<file path="config.mk">
export PLATFORM = sky130hd
export DESIGN_NAME = uart_transmitter
export DESIGN_NICKNAME = d
export VERILOG_FILES = /design/src/rtl/uart_pkg.sv /design/src/rtl/uart_transmitter.sv
export SDC_FILE = /design/constraint.sdc
export NUM_CORES = 1
export LEC_CHECK = 0
export ABC_AREA = 1
export ABC_CLOCK_PERIOD_IN_PS = 1900
export CORE_ASPECT_RATIO = 1.1
export CORE_MARGIN = 2
export CORE_UTILIZATION = 35
export DETAILED_ROUTE_END_ITERATION = 16
export PLACE_DENSITY = 0.65
export SYNTH_ARGS = -nofsm -noshare
export SYNTH_HDL_FRONTEND = slang
export SYNTH_SLANG_ARGS = --single-unit
</file>
<file path="constraint.sdc">
create_clock -name clk -period 1.9 [get_ports clk]
set_input_delay 0.19 -clock clk [delete_from_list [all_inputs] [get_ports clk]]
set_output_delay 0.19 -clock clk [all_outputs]
set_load 0.1 [all_outputs]
</file>
<file path="src/rtl/uart_pkg.sv">
// Shared UART definitions: frame-state encoding and the oversampling ratio.
// Used by both the transmitter and the receiver.
package uart_pkg;

  localparam int OVERSAMPLE = 16;
  localparam int TICK_W     = $clog2(OVERSAMPLE);

  typedef enum logic [2:0] {
    IDLE,
    START,
    DATA_SEND,
    PARITY,
    STOP
  } uart_state_e;

  // True on the baud tick that closes the current bit period.
  function automatic logic last_tick(
    input logic              tick_en,
    input logic [TICK_W-1:0] cnt
  );
    return tick_en && (cnt == TICK_W'(OVERSAMPLE - 1));
  endfunction

endpackage

</file>
<file path="src/rtl/uart_transmitter.sv">
// UART transmitter, 16x oversampled bit timing, LSB-first data.
// Define UART_TX_PARITY_EN to append an even-parity bit after the data bits.
module uart_transmitter
  import uart_pkg::*;
#(
  parameter int DATA_WIDTH = 8
) (
  input  logic                  clk,
  input  logic                  rst,
  input  logic                  baudTick,
  input  logic [DATA_WIDTH-1:0] dataIn,
  input  logic                  tx_start,
  output logic                  tx_ready,
  output logic                  tx,
  output logic                  tx_done
);

  localparam int BIT_W = $clog2(DATA_WIDTH);
  localparam logic [BIT_W-1:0] LAST_BIT = BIT_W'(DATA_WIDTH - 1);

  uart_state_e           state_q, state_d;
  logic [TICK_W-1:0]     tick_q, tick_d;
  logic [BIT_W-1:0]      bit_q, bit_d;
  logic [DATA_WIDTH-1:0] shift_q, shift_d;
  logic                  tx_q, tx_d;
  logic                  done_q, done_d;
  logic                  accept;
  logic                  bit_end;
`ifdef UART_TX_PARITY_EN
  logic                  par_q, par_d;
`endif

  assign tx_ready = (state_q == IDLE);
  assign tx       = tx_q;
  assign tx_done  = done_q;
  assign accept   = tx_start && tx_ready;
  assign bit_end  = last_tick(baudTick, tick_q);

  always_comb begin
    state_d = state_q;
    tick_d  = tick_q;
    bit_d   = bit_q;
    shift_d = shift_q;
    tx_d    = tx_q;
    done_d  = 1'b0;
`ifdef UART_TX_PARITY_EN
    par_d   = par_q;
`endif

    // Bit timing only advances on baud ticks; everything holds otherwise.
    if (state_q != IDLE && baudTick) begin
      tick_d = tick_q + TICK_W'(1);
    end

    unique case (state_q)
      IDLE: begin
        tx_d = 1'b1;
        if (accept) begin
          state_d = START;
          tick_d  = '0;
          bit_d   = '0;
          shift_d = dataIn;
          tx_d    = 1'b0;
`ifdef UART_TX_PARITY_EN
          par_d   = ^dataIn;
`endif
        end
      end
      START: begin
        if (bit_end) begin
          state_d = DATA_SEND;
          tick_d  = '0;
          tx_d    = shift_q[0];
        end
      end
      DATA_SEND: begin
        if (bit_end) begin
          tick_d = '0;
          if (bit_q == LAST_BIT) begin
            bit_d   = '0;
`ifdef UART_TX_PARITY_EN
            state_d = PARITY;
            tx_d    = par_q;
`else
            state_d = STOP;
            tx_d    = 1'b1;
`endif
          end else begin
            bit_d   = bit_q + BIT_W'(1);
            shift_d = shift_q >> 1;
            tx_d    = shift_d[0];
          end
        end
      end
`ifdef UART_TX_PARITY_EN
      PARITY: begin
        if (bit_end) begin
          state_d = STOP;
          tick_d  = '0;
          tx_d    = 1'b1;
        end
      end
`endif
      STOP: begin
        if (bit_end) begin
          state_d = IDLE;
          tick_d  = '0;
          tx_d    = 1'b1;
          done_d  = 1'b1;
        end
      end
      default: begin
        state_d = IDLE;
        tick_d  = '0;
        bit_d   = '0;
        tx_d    = 1'b1;
      end
    endcase
  end

  always_ff @(posedge clk) begin
    if (rst) begin
      state_q <= IDLE;
      tick_q  <= '0;
      bit_q   <= '0;
      shift_q <= '0;
      tx_q    <= 1'b1;
      done_q  <= 1'b0;
`ifdef UART_TX_PARITY_EN
      par_q   <= 1'b0;
`endif
    end else begin
      state_q <= state_d;
      tick_q  <= tick_d;
      bit_q   <= bit_d;
      shift_q <= shift_d;
      tx_q    <= tx_d;
      done_q  <= done_d;
`ifdef UART_TX_PARITY_EN
      par_q   <= par_d;
`endif
    end
  end

endmodule

</file>
# Yosys cells after proc, flatten, opt, wreduce, memory -nomap -nowiden
# Index checks and enable logic that the tools add are counted.
# op_classes
eq_ne	11
muxes	25
bitwise_logic	2
n_reduce_logical	13
addsub	2
# ops
op	count
$mux 3	8
$mux 8	3
$pmux 8 s2	1
$mux 4	3
$pmux 3 s4	1
$ne 2x2->1 const B	5
$pmux 3 s3	1
$pmux 4 s2	1
$eq 3x3->1 const B	2
$mux 1	6
$reduce_and 3->1	2
$reduce_and 5->1	1
$add 4x1->4 const B	1
$eq 4x4->1 const B	1
$pmux 1 s4	1
$reduce_and 4->1	1
$reduce_or 2->1	2
$add 3x1->3 const B	1
$eq 3x1->1 const B	1
$eq 3x2->1 const B	1
$logic_and 1x1->1	3
$logic_not 3->1	1
$reduce_bool 3->1	1
$reduce_or 3->1	1
other kinds (3)	4
# word_totals
regBits	20
elab_cells	59
out_inout_bits	3
inputBits	12

# Depth between registers and ports, before layout
# depth
ltp_word	5
depth_mapped	9
mapped_depth_nobuf	9

# Least setup slack after synthesis
# No wires, ideal clock.
# synth_timing
kind	flip-flop to flip-flop
from	reg state_q[2]
to	reg state_q[0]
setup_time_ps	70
arrival_ps	1540
required_time_ps	1830
path_slack_ps	290
stages_incl_launch_ff	6
period_less_slack_ps	1610
n_path_buf	0
cell_sequence	dfxtp_1 > nor2_1 > nand2_4 > inv_1 > nand2_1 > a21oi_1
# synth_via
elab_chain_cells	4
elab_cells_between_ends	12
classes_between	eq/ne (8); mux (1); reduce/logical (3)
# synth_rtl
item	line_no	rtl
start: declaration	uart_transmitter.sv:21	uart_state_e state_q, state_d;
start signal: assignment	uart_transmitter.sv:133	state_q <= state_d;
$logic_not 3->1 *	uart_transmitter.sv:33	assign tx_ready = (state_q == IDLE);
named net tx_ready	uart_transmitter.sv:13	output logic tx_ready,
$logic_and 1x1->1	uart_transmitter.sv:36	assign accept = tx_start && tx_ready;
$ne 2x1->1 (no source line)	--	
$reduce_and 5->1 (no source line)	--	
# The timed path passes the listed nets; every way through them passes the cells marked *.
# A chain may end at the register's enable or synchronous reset.

# Worst setup path in the final report
# layout_timing
from	reg state_q[2]
to	out tx_ready
# layout_via
elab_chain_cells	1
# layout_rtl
item	line_no
$logic_not 3->1	uart_transmitter.sv:33
end: declaration	uart_transmitter.sv:13
# Every way passes these cells.

==> impl_results.md <==
* Fraction of registers with async set/reset at 0%
* Net switching power at 1.144 mW
* Share of layout cells above drive strength 1 at a little under an eighth
* Post-route DRC at 0
* Most repeated cell in the gate-level netlist after synthesis: nand2_1
* Synth top area share at 32.89%
* Number of buffers on the longest clock path at 2
* Most used standard cells in the synthesized netlist: nand2_1, nor2_1, nand3_1
* CTS Hold Bufs at 0
* Part of the total power dissipated in sequential elements at approximately 28%
* Max_slew headroom at about three quarters
* Final worst path period share at roughly 83%
* Routability-driven placement congestion ratio at 0.8839
* CP arrival at 1.38 ns
* Post-layout nets at between 200 and 250
* Post-route non-filler standard cell count at 261
* Synth area leader: dfxtp_1
* Static Leakage at 0.7313 nW
* Number of distinct standard cells referenced by the synthesized netlist at 23
* Top-Level Pins at 15
* Seq cells post-synth at 20
* Slack of the critical path at 0.3269 ns
* Fill cell total of the finished layout at 361
* Met2 wire length at 1186 um
* Startpoint of the worst hold path: shift_q[4]
* Crit path launch: state_q[2]
* First-pass GRT wire length at 4367 um
* Clock network power share at 11.2%
* Post-synthesis area per instance at between 6 and 7 sq um
* Fraction of power consumed by combinational cells at between 60% and 70%
* TritonCTS Buffers at 3
* TritonCTS clock tree: done
* Number of cell rows at 22
* Total die area at 0.003966 sq mm
* Post-detailed-route count of antenna-violating nets at 0
* Total of warnings raised by yosys at 0
* Clk pin slew, worst setup/hold paths at 0.12 ns
* Total setup buffers inserted after CTS at 0
* Number of gates resized after cts at 0
* Port buffer count at 14
* Worst setup EP type: primary output
* Top layer used by detailed routing: met4
* Slowest cell on the critical path: dfxtp_1
* Pre-CTS setup slack at 0.1628 ns
* Largest vdd supply drop at between 500 and 600 uV
* Crit Path Category: reg -> out
* Cell count after placement at 257
* Cell types occupying the most area after synthesis: dfxtp_1, nand2_1, nor2_1
* H-tree depth reported by CTS at 1
* Met3 routed wirelength at 75 um
* Final hold violations at 0
* Reg-to-reg setup timing slack at 0.36 ns
* Top achievable clock speed at between 600 and 700 MHz
* Mapped cell area at around 0.0012 sq mm
* Routed len/inst at ~9.6 um
* Internal at 1.148 mW
* Core area at 0.003331 sq mm
* Startpoint of the worst register-to-register path: tick_q[0]
* Predominant post-synthesis flop cell: dfxtp_1
* Fin crit period at 1.573 ns
* Fraction of power spent switching nets at 49.91%
* Largest net degree at the start of global routing at 13
* Number of global-route vias before repair at 1042
* Total grt overflow at 0
* Routed metal-1 wirelength at roughly 1200 um
* Longest individual stage delay on the worst path at 0.39 ns
* Skew final at between 0.0007 and 0.0008 ns
* Mapped Cells at between 150 and 200
* Post-synth EDFFs at 0
* Cells along the critical path: nor2_1 -> nand2_4 -> inv_1 -> buf_12
* Initial antenna violation count at 0
* Antenna diode instance count at 0
* Synthesis-to-layout area growth at 20.04%
* Worst Path Max Fanout at 8
* X dimension of the die at 60.23 um
* Final count of pins violating max slew at 0
* Post-layout util at 43.88%
* Violation count after the first detailed-route iteration at 26
* Detailed placement HPWL at 1866 um
* Power per unit of standard cell area at 1569 mW/mm^2
* Number of maximum-capacitance constraint violations at 0
* RSZ-0062 raised after global routing: no
* Sequential area share after synthesis at roughly a third
* Clock sinks at 20
* Total wire length after detailed routing at 2500 um
* Total routing usage reported by global routing at between 10% and 20%
* Sum of negative setup slack at 0 ns
* Result of the run: complete, no violations
* Total Power at 2.293 mW
* Final count of negative-setup-slack endpoints at 0
* Slew @ Worst Pin at roughly 0.37 ns
* Type of the most critical hold path: reg -> reg
* Startpoint Class: register
* Synth Net Count at 210
* Vias at between 1000 and 1500
* Later-pin clock latency in the skew report at approximately 0.31 ns
* Clock root buffer master: clkbuf_4
* Initial cell density of the core at a little over a third
* First-pass iteration count of the detailed router at 4
* WP data required at ~1.7 ns
* Number of vias per cell after detailed routing at 4.452
* Vertical die dimension at between 60 and 70 um
critical path: cells and delay by family, from the launching register on:
kind                   cells  cell delay [ns]
DFF                        1             0.39
and+or+nand+nor            2             0.36
buffers and inverters      2             0.32
power groups by stage:
stage | Clock (mW) | Combinational [mW] | Sequential, mW
after global routing | 0.280 | 1.59 | 0.655
after floorplan | 0 | 1.05 | 0.701
final | 0.258 | 1.40 | 0.639
after detailed placement | 0 | 1.41 | 0.651
after global placement | 0 | 1.41 | 0.650
after CTS | 0.268 | 1.41 | 0.640
per-layer routing:
layer	track usage, %	vias to the layer above
met5	0	-
met4	6.667	0
met3	1.957	5
met2	25.54	16
met1	17.41	502
li1	-	639
layout make-up:
class                      instances  area, sq um  share of cell area, %
sequential                        20        400.4                  27.40
multi-input combinational        144        688.2                  47.09
timing repair buffer              18        175.2                  11.99
tap                               48        60.06                  4.110
clock buffer                       4        36.28                  2.483
inverter                          27        101.3                  6.935
sequential cells by signal, summed over array words and instances, names as in the netlist:
signal	flops
bit_q	3
shift_q	8
state_q	3
tick_q	4
tx	1
tx_done	1
per-stage QoR:
stage	hold WS, ns	instance area, sq um
finish	0.4931	1461
global route	0.5145	1461
CTS	0.4963	1461
detailed placement	0.4695	1425
global placement	0.4681	1425
floorplan	0.3390	1217
worst paths after layout:
check / endpoint / depth (start not counted)
min reg2reg: shift_q[4] / 2
max: tx_ready / 4
max reg2reg: tick_q[2] / 8
min: shift_q[4] / 2
cell families (layout without fill, tap and decap cells):
logic type | after synthesis | count (layout) | share of synthesized area (%)
compound gates | 8 | 8 | 3.288
flops | 20 | 20 | 32.89
fa+ha+maj | 3 | 3 | 3.084
buf+inv | 31 | 49 | 10.58
xor+xnor | 1 | 1 | 0.7196
simple gates | 132 | 132 | 49.43
cell usage in the layout, fill, tap and decap left out:
cell type,n
o21ai_0,3
dfxtp_1,20
nor2_4,2
clkbuf_8,1
nor2_2,1
xor2_1,1
a21oi_1,5
clkbuf_4,3
nand3_1,25
ha_1,3
nand2_2,1
nor2_8,1
nor2_1,34
nor3_1,1
inv_2,4
buf_4,6
buf_12,1
nand2_1,60
clkdlybuf4s50_1,11
inv_1,23
nand3b_1,2
nand3_2,2
or2_2,1
nand2_4,2
Note: power is estimated with default switching activity, not from simulation.
